<file path="src/rtl/sram_bus_arbiter_pkg.sv">
// Shared encodings for the SRAM bus arbiter: FSM states, bus owner and
// transfer size codes.
package sram_bus_arbiter_pkg;

    typedef enum logic [1:0] {
        ARB_IDLE = 2'd0,
        ARB_ADDR = 2'd1,
        ARB_DATA = 2'd2
    } arb_state_t;

    typedef enum logic [1:0] {
        OWN_NONE = 2'd0,
        OWN_INST = 2'd1,
        OWN_DATA = 2'd2
    } arb_owner_t;

    localparam logic [1:0] SIZE_B = 2'b00;
    localparam logic [1:0] SIZE_H = 2'b01;
    localparam logic [1:0] SIZE_W = 2'b10;

endpackage

</file>
<file path="src/rtl/sram_bus_arbiter_grant_sel.sv">
// Combinational winner select between the fetch and data ports.
// A lone requester always wins. On a tie, the port that did not win last
// time is chosen; tying last_grant_data low gives fixed data-over-inst.
module sram_bus_arbiter_grant_sel (
    input  logic inst_req,
    input  logic data_req,
    input  logic last_grant_data,
    output logic grant_inst,
    output logic grant_data
);

    // Pick at most one winner from the current requests
    always_comb begin
        grant_inst = 1'b0;
        grant_data = 1'b0;
        if (inst_req && data_req) begin
            grant_data = !last_grant_data;
            grant_inst = last_grant_data;
        end else begin
            grant_inst = inst_req;
            grant_data = data_req;
        end
    end

endmodule

</file>
<file path="src/rtl/sram_bus_arbiter.sv">
// Shares one SRAM-like master port between instruction fetch and data
// memory, one transaction outstanding at a time (IDLE -> ADDR -> DATA).
// Optional feature: define ARB_ROUND_ROBIN_EN for round-robin tie-breaking;
// otherwise data wins ties over inst.
module sram_bus_arbiter
    import sram_bus_arbiter_pkg::*;
#(
    parameter int ADDR_W = 32,
    parameter int DATA_W = 32
) (
    input  logic              clock,
    input  logic              reset,
    input  logic              inst_req,
    input  logic [ADDR_W-1:0] inst_addr,
    output logic              inst_addr_ok,
    output logic              inst_data_ok,
    output logic [DATA_W-1:0] inst_rdata,
    input  logic              data_req,
    input  logic              data_wr,
    input  logic [1:0]        data_size,
    input  logic [ADDR_W-1:0] data_addr,
    input  logic [DATA_W-1:0] data_wdata,
    output logic              data_addr_ok,
    output logic              data_data_ok,
    output logic [DATA_W-1:0] data_rdata,
    output logic              bus_req,
    output logic              bus_wr,
    output logic [1:0]        bus_size,
    output logic [ADDR_W-1:0] bus_addr,
    output logic [DATA_W-1:0] bus_wdata,
    input  logic              bus_addr_ok,
    input  logic              bus_data_ok,
    input  logic [DATA_W-1:0] bus_rdata,
    output logic              busy
);

    arb_state_t        state;
    arb_owner_t        owner;
    logic              lat_wr;
    logic [1:0]        lat_size;
    logic [ADDR_W-1:0] lat_addr;
    logic [DATA_W-1:0] lat_wdata;
    logic              grant_inst;
    logic              grant_data;
    logic              last_grant_data;
    logic              in_addr;

`ifndef ARB_ROUND_ROBIN_EN
    // Fixed priority: behave as if inst was granted last, so data wins ties
    assign last_grant_data = 1'b0;
`endif

    sram_bus_arbiter_grant_sel u_grant_sel (
        .inst_req        (inst_req),
        .data_req        (data_req),
        .last_grant_data (last_grant_data),
        .grant_inst      (grant_inst),
        .grant_data      (grant_data)
    );

    // Transaction FSM: grant and latch in IDLE, hold the request in ADDR,
    // wait for the response in DATA; owner is cleared when the bus is free
    always_ff @(posedge clock or posedge reset) begin
        if (reset) begin
            state     <= ARB_IDLE;
            owner     <= OWN_NONE;
            lat_wr    <= 1'b0;
            lat_size  <= 2'b00;
            lat_addr  <= '0;
            lat_wdata <= '0;
`ifdef ARB_ROUND_ROBIN_EN
            last_grant_data <= 1'b0;
`endif
        end else begin
            unique case (state)
                ARB_IDLE: begin
                    if (grant_data) begin
                        state     <= ARB_ADDR;
                        owner     <= OWN_DATA;
                        lat_wr    <= data_wr;
                        lat_size  <= data_size;
                        lat_addr  <= data_addr;
                        lat_wdata <= data_wdata;
`ifdef ARB_ROUND_ROBIN_EN
                        last_grant_data <= 1'b1;
`endif
                    end else if (grant_inst) begin
                        state     <= ARB_ADDR;
                        owner     <= OWN_INST;
                        lat_wr    <= 1'b0;
                        lat_size  <= SIZE_W;
                        lat_addr  <= inst_addr;
                        lat_wdata <= '0;
`ifdef ARB_ROUND_ROBIN_EN
                        last_grant_data <= 1'b0;
`endif
                    end
                end
                ARB_ADDR: begin
                    if (bus_addr_ok) begin
                        state <= ARB_DATA;
                    end
                end
                ARB_DATA: begin
                    if (bus_data_ok) begin
                        state <= ARB_IDLE;
                        owner <= OWN_NONE;
                    end
                end
                default: begin
                    state <= ARB_IDLE;
                    owner <= OWN_NONE;
                end
            endcase
        end
    end

    // Bus fields are only driven while the address phase is open
    assign in_addr   = (state == ARB_ADDR);
    assign bus_req   = in_addr;
    assign bus_wr    = in_addr & lat_wr;
    assign bus_size  = in_addr ? lat_size : 2'b00;
    assign bus_addr  = in_addr ? lat_addr : '0;
    assign bus_wdata = in_addr ? lat_wdata : '0;
    assign busy      = (state != ARB_IDLE);

    // Handshakes route straight through to the owner only
    assign inst_addr_ok = in_addr && bus_addr_ok && (owner == OWN_INST);
    assign data_addr_ok = in_addr && bus_addr_ok && (owner == OWN_DATA);
    assign inst_data_ok = (state == ARB_DATA) && bus_data_ok && (owner == OWN_INST);
    assign data_data_ok = (state == ARB_DATA) && bus_data_ok && (owner == OWN_DATA);
    assign inst_rdata   = (owner == OWN_INST) ? bus_rdata : '0;
    assign data_rdata   = (owner == OWN_DATA) ? bus_rdata : '0;

endmodule

</file>
<file path="config.mk">
export PLATFORM = sky130hd
export DESIGN_NAME = sram_bus_arbiter
export DESIGN_NICKNAME = d
export VERILOG_FILES = /design/src/rtl/sram_bus_arbiter_pkg.sv /design/src/rtl/sram_bus_arbiter_grant_sel.sv /design/src/rtl/sram_bus_arbiter.sv
export SDC_FILE = /design/constraint.sdc
export NUM_CORES = 1
export LEC_CHECK = 0
export ABC_AREA = 1
export BUFFER_PORTS_ARGS = -buffer_cell sky130_fd_sc_hd__buf_2
export CORE_AREA = 2 2 105 107
export CTS_BUF_LIST = sky130_fd_sc_hd__clkbuf_2 sky130_fd_sc_hd__clkbuf_4 sky130_fd_sc_hd__clkbuf_8
export DETAILED_ROUTE_END_ITERATION = 8
export DIE_AREA = 0 0 107 109
export PLACE_DENSITY = 0.84
export SETUP_SLACK_MARGIN = 0.2
export SLEW_MARGIN = 20
export SYNTH_ARGS = -nofsm -noshare
export SYNTH_HDL_FRONTEND = slang
export SYNTH_HIERARCHICAL = 1
export SYNTH_SLANG_ARGS = --single-unit
</file>
<file path="constraint.sdc">
create_clock -name clock -period 4.3 [get_ports clock]
set_input_delay 0.215 -clock clock [delete_from_list [all_inputs] [get_ports clock]]
set_output_delay 0.215 -clock clock [all_outputs]
set_load 0.02 [all_outputs]
</file>
Word level (Yosys, flattened, before mapping)
Cells that the tools add are included.
{"block": "op_classes", "n_eq_ne": 7, "mux": 22, "bitwise_logic": 2, "n_reduce_logical": 13}
{"op": "$mux W32", "count": 8}
{"op": "$mux W2", "count": 8}
{"op": "$pmux W2 S3", "count": 2}
{"op": "$logic_and A1 B1 Y1", "count": 7}
{"op": "$reduce_and A3 Y1", "count": 2}
{"op": "$eq A2 B1 Y1 const B", "count": 2}
{"op": "$eq A2 B2 Y1 const B", "count": 2}
{"op": "$mux W1", "count": 4}
{"op": "$ne A2 B2 Y1 const B", "count": 2}
{"op": "$reduce_bool A2 Y1", "count": 2}
{"op": "$ne A3 B3 Y1 const B", "count": 1}
{"op": "$logic_not A2 Y1", "count": 1}
{"op": "$reduce_and A2 Y1", "count": 1}
{"op": "$and A1 B1 Y1", "count": 1}
{"op": "$not A1 Y1", "count": 1}
{"block": "word_totals", "regBits": 71, "input_bits": 137, "output_inout_bits": 137, "wordCells": 50}

Logic depth before layout (Yosys ltp)
Gate-level depths: netlist of the first run.
{"block": "logic_depth", "word_depth": 5, "depth_mapped": 9, "mapped_depth_nobuf": 8}

Hierarchy
The synthesis of the first run kept the hierarchy.
{"mod": "sram_bus_arbiter", "n_inst": 1, "cells_each": 604, "area_per_inst_um2": 4038.9, "seq_area_each_um2": 1776.7}
{"mod": "sram_bus_arbiter_grant_sel", "n_inst": 1, "cells_each": 5, "area_per_inst_um2": 21.3, "seq_area_each_um2": 0.0}

Worst setup path before layout of the first run
No wires, ideal clock.
{"block": "synth_path", "path_kind": "reg-to-output", "startpoint": "reg state[1]", "endpoint": "out data_addr_ok", "t_arrival_ps": 1312, "t_required_ps": 4085, "slack_ps": 2773, "stages_incl_launch_ff": 7, "n_path_buf": 1, "path_cell_list": "dfrtp_1 > inv_1 > nand2_1 > buf_2 > inv_1 > nand2_1 > nor2_1"}
{"block": "synth_between", "elab_chain_cells": 3}
{"element": "start: declaration", "line": "sram_bus_arbiter.sv:37", "text": "arb_state_t state;"}
{"element": "start signal: assignment", "line": "sram_bus_arbiter.sv:65", "text": "state <= ARB_IDLE;"}
{"element": "start signal: assignment", "line": "sram_bus_arbiter.sv:78", "text": "state <= ARB_ADDR;"}
{"element": "start signal: assignment", "line": "sram_bus_arbiter.sv:88", "text": "state <= ARB_ADDR;"}
{"element": "$eq A2 B1 Y1", "line": "sram_bus_arbiter.sv:119", "text": "assign in_addr = (state == ARB_ADDR);"}
{"element": "net bus_req", "line": "sram_bus_arbiter.sv:26", "text": "output logic bus_req,"}
{"element": "$logic_and A1 B1 Y1 (2 in series)", "line": "sram_bus_arbiter.sv:129", "text": "assign data_addr_ok = in_addr && bus_addr_ok && (owner == OWN_DATA);"}
{"element": "end: declaration", "line": "sram_bus_arbiter.sv:23", "text": "output logic data_addr_ok,"}
The timed path passes the listed nets, and every way through them passes these cells.

Final worst setup path of the first run
{"block": "layout_path", "startpoint": "reg state[1]", "endpoint": "out inst_addr_ok"}
{"block": "layout_between", "elab_chain_cells": 3}
{"element": "$eq A2 B1 Y1", "line": "sram_bus_arbiter.sv:119"}
{"element": "$logic_and A1 B1 Y1 (2 in series)", "line": "sram_bus_arbiter.sv:128", "text": "assign inst_addr_ok = in_addr && bus_addr_ok && (owner == OWN_INST);"}
{"element": "end: declaration", "line": "sram_bus_arbiter.sv:15", "text": "output logic inst_addr_ok,"}
No other way between the ends.

==> results of run 1 <==
## area by class of cell
type | count | share of cell area, %
Multi-Input combinational cell | 360 | 27.8
Tap cell | 140 | 3.08
Sequential cell | 71 | 31.2
Clock buffer | 11 | 2.66
Clock inverter | 5 | 1.41
Timing Repair Buffer | 278 | 24.7
Inverter | 140 | 9.23
## layout by cell type, fill, tap and decap left out
cell        Yosys  final
o21ai_2         6      6
dfrtp_1        71     71
o21ai_0        80     80
inv_1         139    138
buf_4           0      5
clkinv_2        0      1
bufinv_16       0      2
nand2_2         0      1
nand3_1        39     39
nor2_1        138    138
a21oi_1         2      1
a21oi_4         0      1
clkbuf_8        0     11
conb_1          1      2
nor2_2          1      1
clkinvlp_4      0      2
or2_2           1      1
o21ai_4         1      1
nand2_1        76     75
inv_2           1      2
o21ai_1        14     14
buf_2          14    273
## where the power goes
group          total, uW  internal (uW)  leakage [uW]  switching [uW]
clock network        605            357      0.000112             248
logic               1890            552       0.00250            1340
registers           1040            955      0.000896            87.5
## metrics by stage
step                setup slack [ns]  hold WS (ns)  utilization, %
global placement                2.04         0.453            51.5
floorplan                       2.29         0.325               -
global route                    1.69         0.103            53.7
CTS                             1.84        0.0885            53.7
detailed placement              1.97         0.458            51.5
finish                          1.86         0.109            53.7
## kinds of logic after synthesis
kind of cell | count (synthesis) | synth area share, %
DFF | 71 | 43.8
AOI/OAI and AO/OA | 103 | 13.5
buffers and inverters | 179 | 17.7
and+or+nand+nor | 255 | 24.9
other | 1 | 0.0924
## registers in the layout, indices dropped and copies added (netlist names)
name,cells
lat_addr,32
lat_size,2
lat_wdata,32
lat_wr,1
owner,2
state,2
## per-layer routing
layer  routed length, um  track usage, %  share of wire (%)  vias to the layer above
met5                   0               0                  0                        -
met3                 732            3.59                6.0                       16
met4                 163            6.40                1.3                        0
met1                4940            23.2                 41                     1961
li1                    -               -                  -                     2294
met2                6310            39.0                 52                      171
## final timing paths
kind / startpoint / to / slack [ns]
max: state[1] / inst_addr_ok / 1.86
max in group asynchronous: reset / state[1] / 3.57
min in group asynchronous: reset / lat_wdata[5] / 0.13
min: data_wdata[8] / lat_wdata[8] / 0.11
max reg2reg: state[0] / lat_addr[25] / 1.95
min reg2reg: owner[1] / owner[1] / 0.48
## tightest hold or removal path, delay by kind of cell
| kind | cells | cell delay (ns) |
|---|---|---|
| AOI/OAI and AO/OA | 1 | 0.06 |
| buffers and inverters | 1 | 0.07 |
| and+or+nand+nor | 1 | 0.06 |
==> metrics.md, run 1 <==
| Metric | Value |
|---|---|
| Worst endpoint data arrival time | 2.22 ns |
| Initial core utilization | 38.3% |
| Count of input and output buffers | 273 |
| CP peak stage delay | 0.49 ns |
| Number of clock sinks seen by CTS | 71 |
| Synthesized flop and latch total | 71 |
| Fraction of layout cells with a size suffix above 1 | 35.5% |
| DR vias/cell | 4.42 |
| Synth Instances | 609 |
| Number of placement rows | 38 |
| Unrepaired setup endpoints after global routing | no |
| Nature of the critical path endpoint | output pin |
| Count of buffering cells on the critical path with inverters included | 4 |
| Wire length of the first global-routing pass | 18.9 mm |
| Ys Warns | 6 |
| Final Instance Count excl. Fillers | 1005 |
| Post-cts repair resize count | 0 |
| Number of antenna violations at the first check in global routing | 1 |
| Maximum number of pins on one net before global-route repair | 102 |
| Die width | 107 um |
| Synth cell count leaders | 139 x inv_1, 138 x nor2_1, 80 x o21ai_0 |
| Die height | 109 um |
| Final Hold Viols | 0 |
| Routed vias | 4442 |
| Dominant delay contributor by cell family on the critical path | buffers and inverters |
| Cell with the most instances after synthesis | inv_1 |
| Clk slew on worst S/H paths | 0.08 ns |
| Setup Viol. Count Final | 0 |
| Area growth from synthesis to layout | 40.2% |
| Element type at the critical path start | register |
| CP max-delay cell | buf_4 |
| Number of H-tree levels | 3 |
| Power after layout | 3540 uW |
| First DRT Iteration DRCs | 273 |
| Post-synth top flop | dfrtp_1 |
| Ratio of final minimum period to clock period | 56.7% |
| Overall track demand over capacity in global routing | 20.5% |
| Residual DRC count | 0 |
| CP Class | register to output pin |
| Largest fanout on the critical path | 44 |
| Antenna viol nets, final | 0 |
| Count of cell types in the netlist | 17 |
| Post-cts hold buffer count | 0 |
| # IOs | 274 |
| Post-Route Setup TNS | 0 ns |
| Required time worst endpoint | 4.09 ns |
| Number of nets in the finished design | 997 |
| Clock network latency to the later pin of the worst-skew pair | 0.34 ns |
| Total inserted antenna cells | 0 |
| Post-route cell area | 5690 um^2 |
| Die outline area | 11700 um^2 |
| Worst Hold Class | primary input to register |
| Most frequent CP cell | inv_1 |
| Area taken by flip-flops and latches | 1780 um^2 |
| Post-Place Cells | 989 |
| CTS tree | yes |
| Total number of cells along the worst setup path | 7 |
| Detailed Route WL | 12.2 mm |
| GRT overflow | 0 |
| Final GP Congestion | 0.778 |
| Area leader, netlist | dfrtp_1 |
| Fraction of registers with async set/reset | 100% |
| Summed instance area of the synthesized netlist | 4060 um^2 |
| Largest cells by area after synthesis | dfrtp_1 44%, inv_1 13%, nor2_1 13%, o21ai_0 9.9%, nand2_1 7.0% |
| Placeable core region | 10600 um^2 |
| Static leakage power | 0.00351 uW |
| Post-synth EDFFs | 0 |
| Fraction of post-synthesis cell area in the top cell type by area | 43.8% |
| Cell area after placement | 5460 um^2 |
| Number of iterations in the first detailed-routing pass | 5 |
| Combined area of the multi-input logic cells | 1580 um^2 |
| Avg Inst Size Synth | 6.67 um^2 |
| Hold path depth | 3 |
| Worst Reg-to-Reg Cells | 7 |
| Layout filler cell count | 1057 |
| Transition time of the tightest slew-check pin | 0.986 ns |
| Highest ir drop seen on vdd | 291 uV |
| Crit path time final | 2.44 ns |
| Status | finished, final reports clean |
| Cell-by-cell listing of the critical path | inv_1, nand2_2, buf_4, inv_1, nand2_1, nor2_1, buf_2 |
| Number of maximum-capacitance violations | 0 |
| Via count of the first global-routing pass | 4096 |
| Drt wl/cell | 12.1 um |
| Setup clock skew after layout | 0.00942 ns |
| Max Transition Viols Final | 0 |
| Cell at the root of the clock tree | clkbuf_8 |
| Max Root-Sink Buffers | 2 |
| Seq/Total Area, Yosys | 43.8% |
| Post-detail-place hpwl | 9.37 mm |
| Fmax | 410 MHz |
| Remaining max-slew budget at the tightest pin | 34.1% |
| TritonCTS Buffers | 9 |
| Power density normalized to cell area | 622 nW/um^2 |
| Setup repair bufs after CTS | 0 |
No activity file was read; power rests on OpenSTA's default activity.
==> run 2: changes to the inputs <==
Settings changed: CORE_AREA 2 2 105 107 to not set, CORE_ASPECT_RATIO set to 0.9, CORE_MARGIN set to 2, CORE_UTILIZATION set to 39, DIE_AREA 0 0 107 109 to not set, PLACE_DENSITY 0.84 to 0.88.
Clock period 4.3 ns to 2.03 ns, I/O delays scaled along.
==> run 2 against run 1 <==
Register-to-register slack worse by 1.4 ns. Via count rose by 5.5%. Core utilization increased by 5.8 points. Critical endpoint is now bus_wdata[10]. Highest routed layer unchanged.
==> metrics.md, run 2 (same netlist as run 1, synthesis figures left out) <==
| Metric | Value |
|---|---|
| Number of maximum-capacitance violations | 0 |
| Internal cell power | 4160 uW |
| Clk slew on worst S/H paths | 0.08 ns |
| # IOs | 274 |
| Commonest cells after routing, fill and taps aside | 273 x buf_2, 138 x inv_1, 138 x nor2_1, 80 x o21ai_0, 75 x nand2_1 |
| Antenna viol nets, final | 0 |
| Cell at the root of the clock tree | clkbuf_8 |
| Final Hold Viols | 0 |
| Die width | 112 um |
| Required time worst endpoint | 1.93 ns |
| Die height | 101 um |
| Worst endpoint data arrival time | 1.59 ns |
| DR vias/cell | 4.57 |
| Minimum setup slack among reg-to-reg paths | 0.54 ns |
| TritonCTS Buffers | 9 |
| Highest ir drop seen on vdd | 853 uV |
| Min-Delay Startpoint | data_wdata[7] |
| Worst r2r src | state[0] |
| Net Sw Power | 3630 uW |
| Largest registers in the final layout | lat_addr x32, lat_wdata x32 |
| Overall track demand over capacity in global routing | 22.2% |
| Initial core utilization | 39.8% |
| Worst Reg-to-Reg Cells | 5 |
| Number of nets in the finished design | 1029 |
| Setup slack of the critical path after layout | 0.341 ns |
| Post-route cell area | 6070 um^2 |
| Element type at the critical path start | register |
| Maximum number of pins on one net before global-route repair | 102 |
| Number of clock sinks seen by CTS | 71 |
| Via count of the first global-routing pass | 4266 |
| Cell-by-cell listing of the critical path | inv_1, nand2_4, buf_12, nor2_1, buf_2 |
| Crit path time final | 1.69 ns |
| GRT overflow | 0 |
| Post-detail-place hpwl | 9.24 mm |
| Drt wl/cell | 12.6 um |
| Clock power frac | 17.7% |
| Setup Slack @ Placement | 0.581 ns |
| Power after layout | 7790 uW |
| Clock network latency to the later pin of the worst-skew pair | 0.34 ns |
| Power density normalized to cell area | 1280 nW/um^2 |
| Residual DRC count | 0 |
| Leading cell type in the layout, fill and taps excluded | buf_2 |
| Placeable core region | 10200 um^2 |
| End point of the worst hold path | lat_wdata[7] |
| CP max-delay cell | dfrtp_1 |
| Max Root-Sink Buffers | 2 |
| CTS tree | yes |
| Largest fanout on the critical path | 28 |
| Count of input and output buffers | 273 |
| Post-Route Setup TNS | 0 ns |
| Cell area after placement | 5530 um^2 |
| CP peak stage delay | 0.42 ns |
| Number of iterations in the first detailed-routing pass | 5 |
| Wire length of the first global-routing pass | 20.1 mm |
| First DRT Iteration DRCs | 288 |
| Portion of total power attributed to sequential cells | 28.3% |
| Number of antenna violations at the first check in global routing | 0 |
| Routed vias | 4686 |
| Ratio of final minimum period to clock period | 83.2% |
| Fmax | 592 MHz |
| Nature of the critical path endpoint | output pin |
| Max Transition Viols Final | 0 |
| Switching power share of the total | 46.6% |
| Logic gate share of total power | 54.0% |
| Worst Hold Class | primary input to register |
| Static leakage power | 0.00368 uW |
| CP Class | register to output pin |
| Final GP Congestion | 0.835 |
| Status | finished, final reports clean |
| Number of placement rows | 35 |
| Remaining max-slew budget at the tightest pin | 65.2% |
| Unrepaired setup endpoints after global routing | no |
| Hold path depth | 3 |
| Setup Viol. Count Final | 0 |
| Detailed Route WL | 12.9 mm |
| Setup clock skew after layout | 0.00897 ns |
| Setup repair bufs after CTS | 0 |
| Area growth from synthesis to layout | 49.6% |
| Number of H-tree levels | 3 |
| Die outline area | 11200 um^2 |
| Worst reg2reg endpoint | lat_wdata[9] |
| Transition time of the tightest slew-check pin | 0.522 ns |
| Fraction of layout cells with a size suffix above 1 | 34.7% |
| Total inserted antenna cells | 0 |
-- run 2: repair_timing --
action,CTS,global route
hold buffers,28,0
resized for setup,1,3
setup endpoints to repair,18,20
endpoints found under the hold margin,47,0
-- run 2: final cells by class --
cell class	count	area, um^2
flip-flops and latches	71	1780
clock buffers	9	124
well taps	129	161
multi-input cells	360	1590
fillers	987	4130
inverters	140	529
clock inverters	7	120
repair buffers	310	1770
-- run 2: power groups by stage --
| stage | sequential, uW | clock [uW] | combinational [uW] |
|---|---|---|---|
| after floorplan | 2180 | 0 | 2890 |
| after CTS | 2210 | 1420 | 4200 |
| final | 2210 | 1380 | 4210 |
| after global routing | 2270 | 1470 | 4650 |
| after detailed placement | 2230 | 0 | 4140 |
| after global placement | 2200 | 0 | 4080 |
-- run 2: metal layers --
metal,track usage (%),part of all wire (%),vias to the layer above
li1,-,-,2362
met1,24.9,39,2085
met2,41.4,52,207
met3,4.57,5.7,32
met4,9.40,3.1,0
met5,0,0,-
-- run 2: critical path: cells and delay by family (launching register included) --
family | cells | cell delay [ns]
DFF | 1 | 0.42
and+or+nand+nor | 2 | 0.29
buffers and inverters | 3 | 0.53
-- run 2: how the worst max path moves through the flow --
stage | depth (start not counted) | endpoint | start
floorplan | 6 | data_addr_ok | state[1]
global placement | 5 | bus_wdata[3] | state[1]
detailed placement | 5 | bus_addr[27] | state[1]
CTS | 4 | busy | state[0]
global route | 5 | bus_addr[1] | state[1]
finish | 5 | bus_wdata[10] | state[1]
-- run 2: stage by stage --
step | hold slack [ns] | instances | utilization (%)
floorplan | 0.212 | 610 | -
global placement | 0.169 | 982 | 54.2
detailed placement | 0.173 | 982 | 54.2
CTS | 0.00304 | 1026 | 59.4
global route | 0.00187 | 1026 | 59.5
finish | 0.0157 | 1026 | 59.5
